File: src/rtl/out_port_uart_tx.sv
// out_port_uart_tx
// Output port fed by the CPU controller's OUT instruction. Each 16-bit
// result word is buffered in a small FIFO and sent over an 8N1 serial
// line as two bytes: high byte first, then low byte. The FIFO absorbs
// bursts of OUT instructions against the much slower serial rate. Words
// that arrive while the FIFO is full are dropped, and a sticky flag
// records that this happened.

module out_port_uart_tx #(
   parameter int DEPTH        = 8,    // FIFO depth in words, power of two, >= 2
   parameter int CLKS_PER_BIT = 434   // clock cycles per serial bit, >= 2
) (
   input  logic                     clock,
   input  logic                     reset,
   input  logic                     out_valid,
   input  logic [15:0]              out_data,
   output logic                     tx,
   output logic                     busy,
   output logic [$clog2(DEPTH):0]   fifo_count,
   output logic                     overflow
);

   localparam int PTR_W  = $clog2(DEPTH);
   localparam int CNT_W  = PTR_W + 1;
   localparam int BAUD_W = $clog2(CLKS_PER_BIT);

   localparam logic [BAUD_W-1:0] BAUD_LAST  = BAUD_W'(CLKS_PER_BIT - 1);
   localparam logic [CNT_W-1:0]  FULL_COUNT = CNT_W'(DEPTH);
   localparam logic [2:0]        LAST_BIT   = 3'd7;

   typedef enum logic [1:0] {
      IDLE  = 2'd0,
      START = 2'd1,
      DATA  = 2'd2,
      STOP  = 2'd3
   } state_t;

   // ------------------------------------------------------------------
   // State
   // ------------------------------------------------------------------
   state_t              state_reg,    state_next;
   logic [BAUD_W-1:0]   baud_reg,     baud_next;
   logic [2:0]          bit_idx_reg,  bit_idx_next;
   logic                byte_sel_reg, byte_sel_next;
   logic                tx_reg,       tx_next;

   logic [PTR_W-1:0]    wr_ptr_reg,   wr_ptr_next;
   logic [PTR_W-1:0]    rd_ptr_reg,   rd_ptr_next;
   logic [CNT_W-1:0]    count_reg,    count_next;
   logic                overflow_reg, overflow_next;

   // Word storage and the word currently being serialised. The holding
   // register is the registered read port of the storage array, so the
   // low byte of a frame is immune to FIFO activity during that frame.
   logic [15:0]         mem [DEPTH];
   logic [15:0]         hold_reg;

   logic                pop;
   logic                push;
   logic                baud_done;
   logic                fifo_empty;
   logic [7:0]          cur_byte;

   assign baud_done  = (baud_reg == BAUD_LAST);
   assign fifo_empty = (count_reg == '0);

   // Byte selection: byte_sel=0 picks the high byte, 1 the low byte.
   genvar gi;
   generate
      for (gi = 0; gi < 8; gi++) begin : g_byte_mux
         assign cur_byte[gi] = byte_sel_reg ? hold_reg[gi] : hold_reg[gi + 8];
      end
   endgenerate

   // ------------------------------------------------------------------
   // Transmit FSM: next state, baud/bit counters and FIFO pop request
   // ------------------------------------------------------------------
   always_comb begin
      state_next    = state_reg;
      baud_next     = baud_reg;
      bit_idx_next  = bit_idx_reg;
      byte_sel_next = byte_sel_reg;
      pop           = 1'b0;

      case (state_reg)
         IDLE: begin
            // The baud counter is held at zero while idle.
            baud_next = '0;
            if (!fifo_empty) begin
               pop           = 1'b1;
               byte_sel_next = 1'b0;
               state_next    = START;
            end
         end

         START: begin
            if (baud_done) begin
               baud_next    = '0;
               bit_idx_next = 3'd0;
               state_next   = DATA;
            end else begin
               baud_next = baud_reg + 1'b1;
            end
         end

         DATA: begin
            if (baud_done) begin
               baud_next = '0;
               if (bit_idx_reg == LAST_BIT) begin
                  state_next = STOP;
               end else begin
                  bit_idx_next = bit_idx_reg + 1'b1;
               end
            end else begin
               baud_next = baud_reg + 1'b1;
            end
         end

         STOP: begin
            if (baud_done) begin
               baud_next = '0;
               if (!byte_sel_reg) begin
                  // Low byte of the same word follows with no idle gap.
                  byte_sel_next = 1'b1;
                  state_next    = START;
               end else if (!fifo_empty) begin
                  // Next word starts straight away.
                  pop           = 1'b1;
                  byte_sel_next = 1'b0;
                  state_next    = START;
               end else begin
                  state_next = IDLE;
               end
            end else begin
               baud_next = baud_reg + 1'b1;
            end
         end

         default: begin
            state_next = IDLE;
            baud_next  = '0;
         end
      endcase
   end

   // ------------------------------------------------------------------
   // FIFO bookkeeping: a full FIFO still accepts a word when a pop
   // happens on the same edge; otherwise the word is dropped.
   // ------------------------------------------------------------------
   always_comb begin
      push          = out_valid && ((count_reg != FULL_COUNT) || pop);
      wr_ptr_next   = push ? wr_ptr_reg + 1'b1 : wr_ptr_reg;
      rd_ptr_next   = pop  ? rd_ptr_reg + 1'b1 : rd_ptr_reg;
      overflow_next = overflow_reg | (out_valid & ~push);

      case ({push, pop})
         2'b10:   count_next = count_reg + 1'b1;
         2'b01:   count_next = count_reg - 1'b1;
         default: count_next = count_reg;
      endcase
   end

   // ------------------------------------------------------------------
   // Serial line value for the coming bit period, registered below so
   // tx only ever changes on a clock edge.
   // ------------------------------------------------------------------
   always_comb begin
      case (state_next)
         START:   tx_next = 1'b0;
         DATA:    tx_next = cur_byte[bit_idx_next];
         default: tx_next = 1'b1;
      endcase
   end

   // Control state register with asynchronous clear; a reset abandons
   // any frame in flight and returns the line high immediately.
   always_ff @(posedge clock or posedge reset) begin
      if (reset) begin
         state_reg    <= IDLE;
         baud_reg     <= '0;
         bit_idx_reg  <= '0;
         byte_sel_reg <= 1'b0;
         tx_reg       <= 1'b1;
         wr_ptr_reg   <= '0;
         rd_ptr_reg   <= '0;
         count_reg    <= '0;
         overflow_reg <= 1'b0;
      end else begin
         state_reg    <= state_next;
         baud_reg     <= baud_next;
         bit_idx_reg  <= bit_idx_next;
         byte_sel_reg <= byte_sel_next;
         tx_reg       <= tx_next;
         wr_ptr_reg   <= wr_ptr_next;
         rd_ptr_reg   <= rd_ptr_next;
         count_reg    <= count_next;
         overflow_reg <= overflow_next;
      end
   end

   // Word storage write port.
   always_ff @(posedge clock) begin
      if (push) begin
         mem[wr_ptr_reg] <= out_data;
      end
   end

   // Registered read port: the head word moves into the holding register
   // on a pop. On a full-FIFO push+pop both pointers address the same
   // slot and the old (head) word is read before it is overwritten.
   always_ff @(posedge clock) begin
      if (pop) begin
         hold_reg <= mem[rd_ptr_reg];
      end
   end

   assign tx         = tx_reg;
   assign busy       = (state_reg != IDLE) | (count_reg != '0);
   assign fifo_count = count_reg;
   assign overflow   = overflow_reg;

endmodule

File: config.mk
export PLATFORM = sky130hd
export DESIGN_NAME = out_port_uart_tx
export DESIGN_NICKNAME = d
export VERILOG_FILES = /design/src/rtl/out_port_uart_tx.sv
export SDC_FILE = /design/constraint.sdc
export NUM_CORES = 1
export LEC_CHECK = 0
export CORE_UTILIZATION = 54
export DETAILED_ROUTE_END_ITERATION = 6
export GPL_TIMING_DRIVEN = 0
export PLACE_DENSITY = 0.72
export SYNTH_ARGS = -nofsm -noshare
export SYNTH_HDL_FRONTEND = slang
export SYNTH_SLANG_ARGS = --single-unit
File: constraint.sdc
create_clock -name clock -period 4.9 [get_ports clock]
set_input_delay 1.225 -clock clock [delete_from_list [all_inputs] [get_ports clock]]
set_output_delay 1.225 -clock clock [all_outputs]
set_load 0.05 [all_outputs]
# [Word-level counts from Yosys, hierarchy flattened]
# Memories as Yosys holds them, arrays and structs flattened. A register that Yosys moved wholly into a read port is not among the register bits.
# Cells that the tools add are included.
[totals] mem_count=1 ram_bits=128 out_inout_bits=7 ff_bits=27 elab_cells=80 inputBits=19
[classes] bitwise=4 magnitude_cmp=1 n_eq_ne=12 reduce_logical=10 mux=37 n_addsub=6
[memory_table] memory="mem" depth=8 width=16 read_ports=1 rd_ports_with_merged_regs=1 wr=1 line_no="55" source="logic [15:0] mem [DEPTH];"
[ops] op="$mux 1" n=20
[ops] op="$pmux 9 s2" n=1
[ops] op="$mux 2" n=5
[ops] op="$add 3x1->3 const B" n=3
[ops] op="$add 9x1->9 const B" n=1
[ops] op="$eq 9x9->1 const B" n=1
[ops] op="$mux 3" n=3
[ops] op="$mux 9" n=1
[ops] op="$eq 2x2->1 const B" n=4
[ops] op="$pmux 2 s4" n=1
[ops] op="$pmux 4 s2" n=1
[ops] op="$eq 2x1->1 const B" n=3
[ops] op="$pmux 1 s2" n=3
[ops] op="$pmux 3 s2" n=1
[ops] op="$reduce_bool 2->1" n=3
[ops] op="$add 4x1->4 const B" n=1
[ops] op="$logic_not 4->1" n=1
[ops] op="$lt 3x4->1 const B" n=1
[ops] op="$ne 2x2->1 const B" n=2
[ops] op="$ne 4x4->1 const B" n=1
[ops] op="$reduce_bool 4->1" n=1
[ops] op="$sub 4x1->4 const B" n=1
[ops] op="$bmux 1 s3" n=1
[ops] op="$eq 3x3->1 const B" n=1
[ops] op="other kinds (8)" n=9

# [Longest topological paths before layout]
# Gate-level depths: netlist (run 1).
[depth] word_depth=10 depth_mapped=13 mapped_depth_nobuf=12

# [Least setup slack after synthesis (run 1)]
# No wires, ideal clock.
[synth_timing] path_kind="register -> register" startpoint="register baud_reg[1]" endpoint="memory mem[0][0], enable pin" required_time_ps=4470 setup_ps=430 synth_period_minus_slack_ps=4325 stages_incl_launch_ff=11 path_slack_ps=575 n_path_buf=1 t_arrival_ps=3895 cell_sequence="dfrtp_1 inv_1 ha_1 or4b_4 nor2_2 a31oi_1 or3_1 buf_2 inv_2 o21ai_1 nor4_1"
[synth_via] elab_chain_len=7
[synth_lines] element="from (decl)" line_no="42" source="logic [BAUD_W-1:0] baud_reg, baud_next;"
[synth_lines] element="from (signal assigned)" line_no="190" source="baud_reg <= baud_next;"
[synth_lines] element="$eq 9x9->1" line_no="64" source="assign baud_done = (baud_reg == BAUD_LAST);"
[synth_lines] element="$mux 1" line_no="120" source="if (baud_done) begin"
[synth_lines] element="$pmux 1 s2" line_no="85" source="case (state_reg)"
[synth_lines] element="via pop" line_no="58" source="logic pop;"
[synth_lines] element="$logic_or 1x1->1" line_no="151" source="push = out_valid && ((count_reg != FULL_COUNT) || pop);"
[synth_lines] element="$logic_and 1x1->1" line_no="151"
[synth_lines] element="$mux 1" line_no="203" source="if (push) begin"
[synth_lines] element="$mux 1 (implied by the code)" line_no="204" source="mem[wr_ptr_reg] <= out_data;"
[synth_lines] element="to (decl)" line_no="55"
# The timed path passes the listed nets, and every way through them passes these cells.

# [Worst setup path in the final report (run 1)]
[layout_timing] startpoint="register baud_reg[1]" endpoint="memory mem[4][5], enable pin"
# Same word-level chain as after synthesis.

==> flow_summary.json, run 1 <==
{
  "min_from": "overflow",
  "fin_crit_sh_pct": 87.2,
  "synth_xor_area_share_pct": 1.89,
  "worstReg2RegEnd": "mem[4][5]",
  "synth_top_family_by_area": "multiplexers",
  "core.rowCount": 41,
  "drtIter0Drc": 254,
  "core_um2": 12600,
  "maxSlewHeadroom_pct": 27.3,
  "first_pass_iters": 5,
  "synth_seq_cells": 171,
  "area_growth_pct": 17.1,
  "clkTransAtPathRegs_ns": 0.06,
  "worstPathMaxFanout": 19,
  "status": "finished, final reports clean",
  "reg2reg_depth": 13,
  "seq_area_frac_synth_pct": 71.9,
  "cp-start-kind": "flip-flop",
  "p_switching_uw": 1410,
  "yosys.area_share.simple_pct": 5.56,
  "rsz0062_at_grt": "no",
  "synth_area_um2": 6960,
  "synth-compound-area-share_pct": 3.11,
  "finalSetupTns_ns": 0,
  "ir_worst_vdd_mv": 0.331,
  "clk_latency_ns": 0.42,
  "avgViaCountPerCell": 5.70,
  "start_util_pct": 55.3,
  "place.gp.congestion": 0.773,
  "final_cell_mix": "edfxtp_1, mux4_2, dfrtp_1",
  "layoutNonFillerInstCount": 618,
  "synth.area.top_cells": "edfxtp_1, mux4_2, dfrtp_1",
  "final_area_um2": 8150,
  "critPathKind": "flip-flop to flip-flop",
  "comb_power_share_pct": 28.9,
  "holdPathEnd": "overflow",
  "io_buffers": 25,
  "min_period_ns": 4.27,
  "tightest_slew_ns": 1.09,
  "cts_tree": "yes",
  "clockPowerShare_pct": 27.6,
  "cts_resized": 0,
  "finalPower_uw": 4660,
  "yosysUniqueCellTypes": 48,
  "cts-htree-levels": 4,
  "fmax_mhz": 234,
  "rrSetupSlack_ns": 0.63,
  "cts_buffer_depth": 2,
  "grt_pass1_vias": 3570,
  "detail-route-antenna-nets": 0,
  "overflow": 0,
  "die_area_um2": 13300,
  "placedCellCount": 587,
  "cp.required_ns": 5.02,
  "synth_nets": 410,
  "wl_per_cell_um": 21.1,
  "ios": 26,
  "routed-via-count": 3523,
  "cap_violations": 0,
  "antenna_found_initial": 0,
  "synthArstFlopShare_pct": 15.8,
  "cts_sinks": 171,
  "timing.clock.skew_ns": 0.00706,
  "end_kind": "flip-flop",
  "cts_buffers": 17,
  "largest_register_ffs": 128,
  "die_w_um": 115,
  "min_path_cells": 1,
  "seqPwrFrac_pct": 43.5,
  "ys_warn_count": 0,
  "track_usage_pct": 21.9,
  "muxShareOfSynthArea_pct": 14.2,
  "synth_top_area_cell": "edfxtp_1",
  "layout_commonest_cell": "edfxtp_1",
  "p_leak_uw": 0.00274,
  "syn_avg_cell_area_um2": 18.3,
  "syn_inst": 380,
  "drive_gt1_share_pct": 25.3,
  "dp_hpwl_um": 8480,
  "p_int_uw": 3260,
  "grt_pass1_wl_um": 20100,
  "post-cts-setup-buffer-count": 0,
  "synthAdderAreaFrac_pct": 1.98,
  "drc": 0,
  "nets": 464,
  "wirelength_um": 13000,
  "power.density_nw_per_um2": 572,
  "setup_viol": 0,
  "ys.flop_type": "edfxtp_1",
  "switching_share_pct": 30.2,
  "die_y_um": 115,
  "hold_viol_final": 0,
  "yosysTopAreaCellShare_pct": 62.2,
  "cts_root_buffer": "clkbuf_16",
  "place_ws_ns": 0.648,
  "setup_slack_ns": 0.627,
  "synth_edf_count": 144,
  "finalMaxSlewViolations": 0,
  "dpl_cell_area_um2": 7570,
  "antenna_cells": 0,
  "r2r_start": "baud_reg[1]",
  "holdBufCountCts": 0,
  "hold_class": "flip-flop to flip-flop",
  "crit_arrival_ns": 4.40,
  "grt_max_degree": 28
}
## power groups by stage
stage	clock network (uW)	registers (uW)	logic (uW)
floorplan	0	2100	856
global placement	0	2040	1270
detailed placement	0	2050	1360
CTS	1300	2030	1370
global route	1360	2050	1460
finish	1290	2030	1350
## cells in the mapped netlist, types with 2 or more instances
master,instances
and2_1,3
mux4_2,34
nor4_1,2
xor2_1,4
ha_1,11
a21oi_2,2
nor2_1,12
xnor2_1,11
mux2_2,16
o21ai_0,2
nand2_1,25
nor2_2,2
nand2b_1,4
edfxtp_1,144
nor3_1,14
mux2i_1,3
inv_2,3
buf_1,4
dfrtp_1,26
inv_1,8
nand3_1,6
a31oi_1,5
clkbuf_1,9
o21ai_1,3
a21oi_1,4
## metal layers
layer | vias to the layer above | share of wire [%] | global-route usage (%)
met4 | 0 | 1.3 | 8.66
li1 | 1603 | - | -
met3 | 11 | 3.6 | 4.55
met5 | - | 0 | 0
met1 | 1826 | 45 | 29.9
met2 | 83 | 50 | 35.0
## per-stage QoR
| step | hold WS, ns | utilization [%] |
|---|---|---|
| global route | 0.510 | 64.8 |
| detailed placement | 0.465 | 60.3 |
| CTS | 0.483 | 64.8 |
| floorplan | 0.465 | - |
| global placement | 0.465 | 59.0 |
| finish | 0.477 | 64.8 |
## final cells by class
type | instances | area (um2)
Sequential cell | 171 | 5000
Clock inverter | 14 | 148
Inverter | 11 | 41.3
Timing Repair Buffer | 35 | 370
Tap cell | 172 | 215
Multi-Input combinational cell | 184 | 1890
Clock buffer | 17 | 425
Fill cell | 867 | 4420
Buffer | 14 | 53.8
## cells by family after synthesis
kind of cell,Yosys count
buffers and inverters,25
adders and majority gates,11
muxes,54
DFF,171
xor gates and xnor gates,15
and+or+nand+nor,76
AOI/OAI and AO/OA,28
## how the worst max path moves through the flow
| stage | start | end | slack [ns] | cells past startpoint |
|---|---|---|---|---|
| finish | baud_reg[1] | mem[4][5] | 0.63 | 13 |
| global route | baud_reg[1] | mem[4][5] | 0.37 | 13 |
| CTS | baud_reg[1] | mem[4][5] | 0.60 | 13 |
| detailed placement | baud_reg[1] | mem[4][14] | 0.65 | 13 |
| global placement | baud_reg[1] | mem[0][13] | -1.31 | 10 |
| floorplan | baud_reg[1] | mem[0][0] | 0.57 | 10 |
## critical path, stage by stage (launching register included)
cell,delay (ns)
dfrtp_1,0.40
inv_1,0.06
ha_1,0.13
or4b_4,0.51
nor2_2,0.28
a31oi_1,0.12
or3_1,0.34
buf_2,0.18
inv_2,0.34
o21ai_1,0.34
inv_2,0.17
nand2_1,0.16
nor3_2,0.66
buf_6,0.27
Note: power is estimated with default switching activity, not from simulation.
==> run 2, diff against run 1 <==
- SKIP_CTS_REPAIR_TIMING: default -> 1
==> results of run 2 <==
Same layout as run 1: the final DEF is identical, and so are final timing and power.
